### src/rtl/road_script_sequencer.sv
// road_script_sequencer: scripted road-edge generator, one row per request.
// Walks a fixed 4-segment bend script; difficulty sharpens and shortens bends.
// Ports: clk, rst (async high), restart (sync re-init), row_req (pulse in),
//   row_ack (pulse out, edges valid), left_edge/right_edge (10b columns),
//   level (4b), row_count (16b, saturating), seg_idx (2b), overrun (sticky).
// Optional feature: define ROAD_CLAMP_EN to reflect the road at XMIN/XMAX.
module road_script_sequencer #(
  parameter int XCENTER        = 464,
  parameter int HALF_ROAD      = 50,
  parameter int ROWS_PER_LEVEL = 56,
  parameter int MAX_LEVEL      = 8,
  parameter int XMIN           = 194,
  parameter int XMAX           = 733
) (
  input  logic        clk,
  input  logic        rst,
  input  logic        restart,
  input  logic        row_req,
  output logic        row_ack,
  output logic [9:0]  left_edge,
  output logic [9:0]  right_edge,
  output logic [3:0]  level,
  output logic [15:0] row_count,
  output logic [1:0]  seg_idx,
  output logic        overrun
);

  typedef enum logic {
    S_LOAD,
    S_RUN
  } state_t;

  localparam logic signed [10:0] CTR0 =
    11'(XCENTER);
  localparam logic [9:0] HALF10 =
    10'(HALF_ROAD);
  localparam logic [9:0] LEFT0 =
    10'(XCENTER - HALF_ROAD);
  localparam logic [9:0] RIGHT0 =
    10'(XCENTER + HALF_ROAD);
  localparam logic [5:0] LVL_WRAP =
    6'(ROWS_PER_LEVEL - 1);
  localparam logic [3:0] LVL_MAX =
    4'(MAX_LEVEL);

`ifdef ROAD_CLAMP_EN
  localparam logic signed [10:0] XMIN_S =
    11'(XMIN);
  localparam logic signed [10:0] XMAX_S =
    11'(XMAX);
`else
  logic unused_lim;
  assign unused_lim = (XMIN < XMAX);
`endif

  state_t             state_q;
  logic [1:0]         ptr_q;
  logic               pending_q;
  logic signed [10:0] centre_q;
  logic signed [5:0]  delta_q;
  logic [8:0]         rows_q;
  logic [5:0]         lvl_cnt_q;
  logic [3:0]         level_q;
  logic [15:0]        count_q;
  logic [1:0]         seg_q;
  logic [9:0]         left_q;
  logic [9:0]         right_q;
  logic               ack_q;
  logic               ovr_q;

  logic signed [5:0]  scr_d;
  logic [8:0]         scr_r;
  logic signed [5:0]  lvl_s;
  logic [8:0]         lvl2;
  logic signed [5:0]  ld_delta;
  logic [8:0]         ld_rows;
  logic signed [5:0]  cur_delta;
  logic [8:0]         cur_rows;
  logic signed [10:0] sum;
  logic signed [10:0] centre_d;
  logic signed [5:0]  delta_d;
  logic [9:0]         left_d;
  logic [9:0]         right_d;
  logic               emit;
  logic               advance;

  always_comb begin
    scr_d = 6'sd0;
    scr_r = 9'd10;
    case (ptr_q)
      2'd0: begin
        scr_d = 6'sd0;
        scr_r = 9'd10;
      end
      2'd1: begin
        scr_d = 6'sd3;
        scr_r = 9'd18;
      end
      2'd2: begin
        scr_d = 6'sd0;
        scr_r = 9'd10;
      end
      default: begin
        scr_d = -6'sd3;
        scr_r = 9'd18;
      end
    endcase
  end

  always_comb begin
    lvl_s = $signed({2'b00, level_q});
    lvl2  = {4'b0000, level_q, 1'b0};
    if (scr_d > 6'sd0) begin
      ld_delta = scr_d + lvl_s;
    end else if (scr_d < 6'sd0) begin
      ld_delta = scr_d - lvl_s;
    end else begin
      ld_delta = 6'sd0;
    end
    if (scr_r > lvl2) begin
      ld_rows = scr_r - lvl2;
    end else begin
      ld_rows = 9'd1;
    end
  end

  // A pending request that meets a segment boundary is served straight
  // out of S_LOAD with the freshly loaded delta, so a boundary costs
  // exactly one extra cycle.
  always_comb begin
    if (state_q == S_LOAD) begin
      cur_delta = ld_delta;
      cur_rows  = ld_rows;
    end else begin
      cur_delta = delta_q;
      cur_rows  = rows_q;
    end
    emit    = pending_q && (cur_rows != 9'd0);
    advance = pending_q
           && (state_q == S_RUN)
           && (rows_q == 9'd0);
    left_d  = centre_q[9:0] - HALF10;
    right_d = centre_q[9:0] + HALF10;
  end

  always_comb begin
    sum = centre_q
        + {{5{cur_delta[5]}}, cur_delta};
    centre_d = sum;
    delta_d  = cur_delta;
`ifdef ROAD_CLAMP_EN
    // Reflect off the limits: pin the centre
    // and bend back for the rest of the segment.
    if (sum < XMIN_S) begin
      centre_d = XMIN_S;
      delta_d  = -cur_delta;
    end else if (sum > XMAX_S) begin
      centre_d = XMAX_S;
      delta_d  = -cur_delta;
    end
`endif
  end

  always_ff @(posedge clk or posedge rst) begin
    if (rst) begin
      state_q   <= S_LOAD;
      ptr_q     <= 2'd0;
      pending_q <= 1'b0;
      centre_q  <= CTR0;
      delta_q   <= 6'sd0;
      rows_q    <= 9'd0;
      lvl_cnt_q <= 6'd0;
      level_q   <= 4'd1;
      count_q   <= 16'd0;
      seg_q     <= 2'd0;
      left_q    <= LEFT0;
      right_q   <= RIGHT0;
      ack_q     <= 1'b0;
      ovr_q     <= 1'b0;
    end else if (restart) begin
      state_q   <= S_LOAD;
      ptr_q     <= 2'd0;
      pending_q <= 1'b0;
      centre_q  <= CTR0;
      delta_q   <= 6'sd0;
      rows_q    <= 9'd0;
      lvl_cnt_q <= 6'd0;
      level_q   <= 4'd1;
      count_q   <= 16'd0;
      seg_q     <= 2'd0;
      left_q    <= LEFT0;
      right_q   <= RIGHT0;
      ack_q     <= 1'b0;
    end else begin
      ack_q     <= 1'b0;
      pending_q <= (pending_q && !emit)
                || (row_req && !pending_q);
      if (row_req && pending_q) begin
        ovr_q <= 1'b1;
      end

      if (emit) begin
        ack_q    <= 1'b1;
        left_q   <= left_d;
        right_q  <= right_d;
        centre_q <= centre_d;
        delta_q  <= delta_d;
        rows_q   <= cur_rows - 9'd1;
        if (count_q != 16'hFFFF) begin
          count_q <= count_q + 16'd1;
        end
        if (lvl_cnt_q == LVL_WRAP) begin
          lvl_cnt_q <= 6'd0;
          if (level_q < LVL_MAX) begin
            level_q <= level_q + 4'd1;
          end
        end else begin
          lvl_cnt_q <= lvl_cnt_q + 6'd1;
        end
      end else if (state_q == S_LOAD) begin
        delta_q <= ld_delta;
        rows_q  <= ld_rows;
      end

      unique case (state_q)
        S_LOAD: begin
          seg_q   <= ptr_q;
          state_q <= S_RUN;
        end
        S_RUN: begin
          if (advance) begin
            ptr_q   <= ptr_q + 2'd1;
            state_q <= S_LOAD;
          end
        end
        default: state_q <= S_LOAD;
      endcase
    end
  end

  assign row_ack    = ack_q;
  assign left_edge  = left_q;
  assign right_edge = right_q;
  assign level      = level_q;
  assign row_count  = count_q;
  assign seg_idx    = seg_q;
  assign overrun    = ovr_q;

endmodule

### config.mk
export PLATFORM = sky130hd
export DESIGN_NAME = road_script_sequencer
export DESIGN_NICKNAME = d
export VERILOG_FILES = /design/src/rtl/road_script_sequencer.sv
export SDC_FILE = /design/constraint.sdc
export NUM_CORES = 1
export LEC_CHECK = 0
export CORE_MARGIN = 3
export CORE_UTILIZATION = 40
export CTS_CLUSTER_DIAMETER = 200
export CTS_CLUSTER_SIZE = 24
export DETAILED_ROUTE_END_ITERATION = 10
export PLACE_DENSITY = 0.7
export SYNTH_ARGS = -nofsm -noshare
export SYNTH_HDL_FRONTEND = slang
export SYNTH_SLANG_ARGS = --single-unit
### constraint.sdc
create_clock -name clk -period 10.8 [get_ports clk]
set_clock_uncertainty 0.1 [all_clocks]
set_input_delay 2.16 -clock clk [delete_from_list [all_inputs] [get_ports clk]]
set_output_delay 2.16 -clock clk [all_outputs]
set_load 0.1 [all_outputs]
==> flow_summary.ini <==
[layout]
utilization_pct = 49.1
diodes = 0
drive_gt1_share_pct = 8.71
nNetsFinal = 601
syn2layout_area_growth_pct = 17.4

[grt]
grt_overflow = 0
grt_pass1_wl_mm = 19.5
grt_pass1_vias = 3997
track_usage_pct = 18.0
grt_max_degree = 87
antenna_found_initial = 0

[timing]
rsz0062_at_grt = no
finalSetupTns_ns = 0
slew_headroom_pct = 34.1
hold_viol = 0
worst_pin_slew_ns = 0.986
fin_ws_ns = 6.24
setup_viol = 0
post-route-period-util_pct = 42.2
max_freq_mhz = 220
maxSlewViolCount = 0
final.min_clock_period_ns = 4.56

[power_and_ir_drop]
clock_power_share_pct = 38.8
pwr-share-seq_pct = 38.0
sw_frac_of_total_pct = 33.3
comb_power_share_pct = 23.2
p_int_mw = 0.568
p_per_area_nw_per_um2 = 149
p_sw_mw = 0.284
ir_drop_mv = 0.0928
leakagePower_nw = 2.35

[clock_network]
numCtsBuffers = 9
clock_sinks = 77
cts_resized = 0
cts_max_level = 3
postCtsHoldBufs = 0
clk_pin_slew_worst_paths_ns = 0.06
cts_root_buffer = clkbuf_16
postCtsSetupBuffers = 0
insertion_delay_ns = 0.34
cts_tree = done
clockBufferDepth = 2

[detailed_routing]
drtPass1Iterations = 5
vias_per_cell = 5.66
drtIter0Drc = 202
route.final.wire_length_mm = 11.4
vias = 4061
ant_nets = 0
avgRoutedWirePerCell_um = 15.9
drc = 0

[setup_path]
critical_path.slowest_cell = clkdlybuf4s50_1
crit_arrival_ns = 2.30
critPathLaunchType = flop
reg2reg_depth = 12
path_class = reg -> out
r2r-end = row_count[15]$_DFFE_PP0P_
crit_chain = clkdlybuf4s50_1
cp.depth = 1
critPathCapture = level[1]
worstPathRequired_ns = 8.54
cp_num_buf_inv = 1
crit_start = level[1]$_DFFE_PP0P_
regToRegStartpoint = level[2]$_DFFE_PP0P_
cp_max_fo = 16
slowest_delay_ns = 1.25
r2r_slack_ns = 6.49
worst_setup_path_end_kind = primary output
cpLargestDelayFamily = buffers and inverters

[die]
start_util_pct = 41.9
io_pins = 48
die_area_sq_um = 13600
die_w_um = 116
rows = 39
core_area_sq_um = 11700
die_height_um = 116

[yosys]
ys_seq_area_share_pct = 39.8
synth_compound_area_share_pct = 17.8
synthTopCellsByCount = dfrtp_1 (65), nor2_1 (65), nand2_1 (56)
netlist_area_sq_um = 4880
synth.mux.area_fraction_pct = 3.13
ys_types = 66
synth_edf_count = 0
ys_top_cells_by_area = dfrtp_1 (33%), dfstp_2 (6.5%), ha_1 (6.4%), nor2_1 (5.0%), nand2_1 (4.3%)
synthSimpleGateAreaFrac_pct = 20.9
ys_async_sr_fraction_pct = 100
yosys_warnings = 0
synth_top_cell_by_area = dfrtp_1
synthesis.nets = 572
yosysTopAreaCellShare_pct = 33.3
synthAdderAreaFrac_pct = 7.64
ys.flop_type = dfrtp_1
synth.ff_latch_count = 77
synth_xor_xnor_area_share_pct = 6.46
avgSynthCellArea_sq_um = 9.04
synth_top_family_by_area = simple AND/OR/NAND/NOR gates
syn_inst = 540

[job]
maxCapViolations = 0

[outcome]
status = completed

[place]
gp_congestion = 0.868
place_hpwl_mm = 7.58
numPortBuffers = 47
place_ws_ns = 6.54

[min_path]
hp-class = reg -> reg
==> power by group through the flow <==
stage                     clock, mW  combinational [mW]  sequential [mW]
after floorplan                   0               0.109            0.376
after global placement            0               0.196            0.328
after detailed placement          0               0.198            0.328
after CTS                     0.337               0.199            0.324
after global routing          0.349               0.215            0.326
final                         0.331               0.198            0.324
==> cell usage in the layout, fill, tap and decap left out, types with 13 or more instances in the layout <==
cell type / synthesis / routed
ha_1: 25 / 25
inv_1: 19 / 18
nand3_1: 19 / 19
o21ai_0: 15 / 15
clkdlybuf4s50_1: 0 / 46
nand2_1: 56 / 56
xnor2_1: 20 / 20
dfrtp_1: 65 / 65
xor2_1: 16 / 16
nor2b_1: 13 / 13
a21oi_1: 33 / 33
nor2_1: 65 / 65
==> worst min-delay path by stage <==
stage / start / to / slack [ns] / depth (start not counted)
4_1_cts: overrun$_DFFE_PP0P_ / overrun$_DFFE_PP0P_ / 0.39 / 1
6_report: overrun$_DFFE_PP0P_ / overrun$_DFFE_PP0P_ / 0.38 / 1
2_1_floorplan: lvl_cnt_q[5]$_DFFE_PP0P_ / lvl_cnt_q[5]$_DFFE_PP0P_ / 0.38 / 1
3_3_place_gp: overrun$_DFFE_PP0P_ / overrun$_DFFE_PP0P_ / 0.36 / 1
3_5_place_dp: overrun$_DFFE_PP0P_ / overrun$_DFFE_PP0P_ / 0.37 / 1
5_1_grt: overrun$_DFFE_PP0P_ / overrun$_DFFE_PP0P_ / 0.41 / 1
==> registers in the layout, summed over array words and instances, names as in the netlist, 4 cells and up <==
register,cells
lvl_cnt_q,6
left_edge,10
right_edge,8
rows_q,9
centre_q,10
level,4
delta_q,6
row_count,16
==> stage by stage <==
stage	instances	hold WS, ns	instance area, sq um	total power, mW
after CTS	717	0.386	5730	0.860
after detailed placement	701	0.370	5410	0.526
after global placement	701	0.362	5410	0.523
final	717	0.382	5730	0.853
after floorplan	540	0.385	4880	0.485
after global routing	717	0.409	5730	0.890
==> cell type report <==
cell class	count	area, sq um
clock buffer	11	233
inverter	20	75.1
timing repair buffer	50	488
tap	143	179
clock inverter	5	85.1
multi-input combinational	411	2730
sequential	77	1940
fill	1094	5930
==> cell families (layout without fill, tap and decap cells) <==
group	count (synthesis)	count (layout)
AOI/OAI and AO/OA	123	123
xor gates and xnor gates	36	36
adders and majority gates	28	28
buffers and inverters	52	86
DFF	77	77
muxes	14	14
and+or+nand+nor	210	210
==> layer usage <==
metal / global-route usage, % / up-vias / wire, um
li1: - / 1969 / -
met3: 4.61 / 11 / 520
met1: 24.6 / 1989 / 5450
met5: 0 / - / 0
met4: 5.72 / 0 / 131
met2: 28.1 / 92 / 5300
Power figures use the tool's default switching activity.
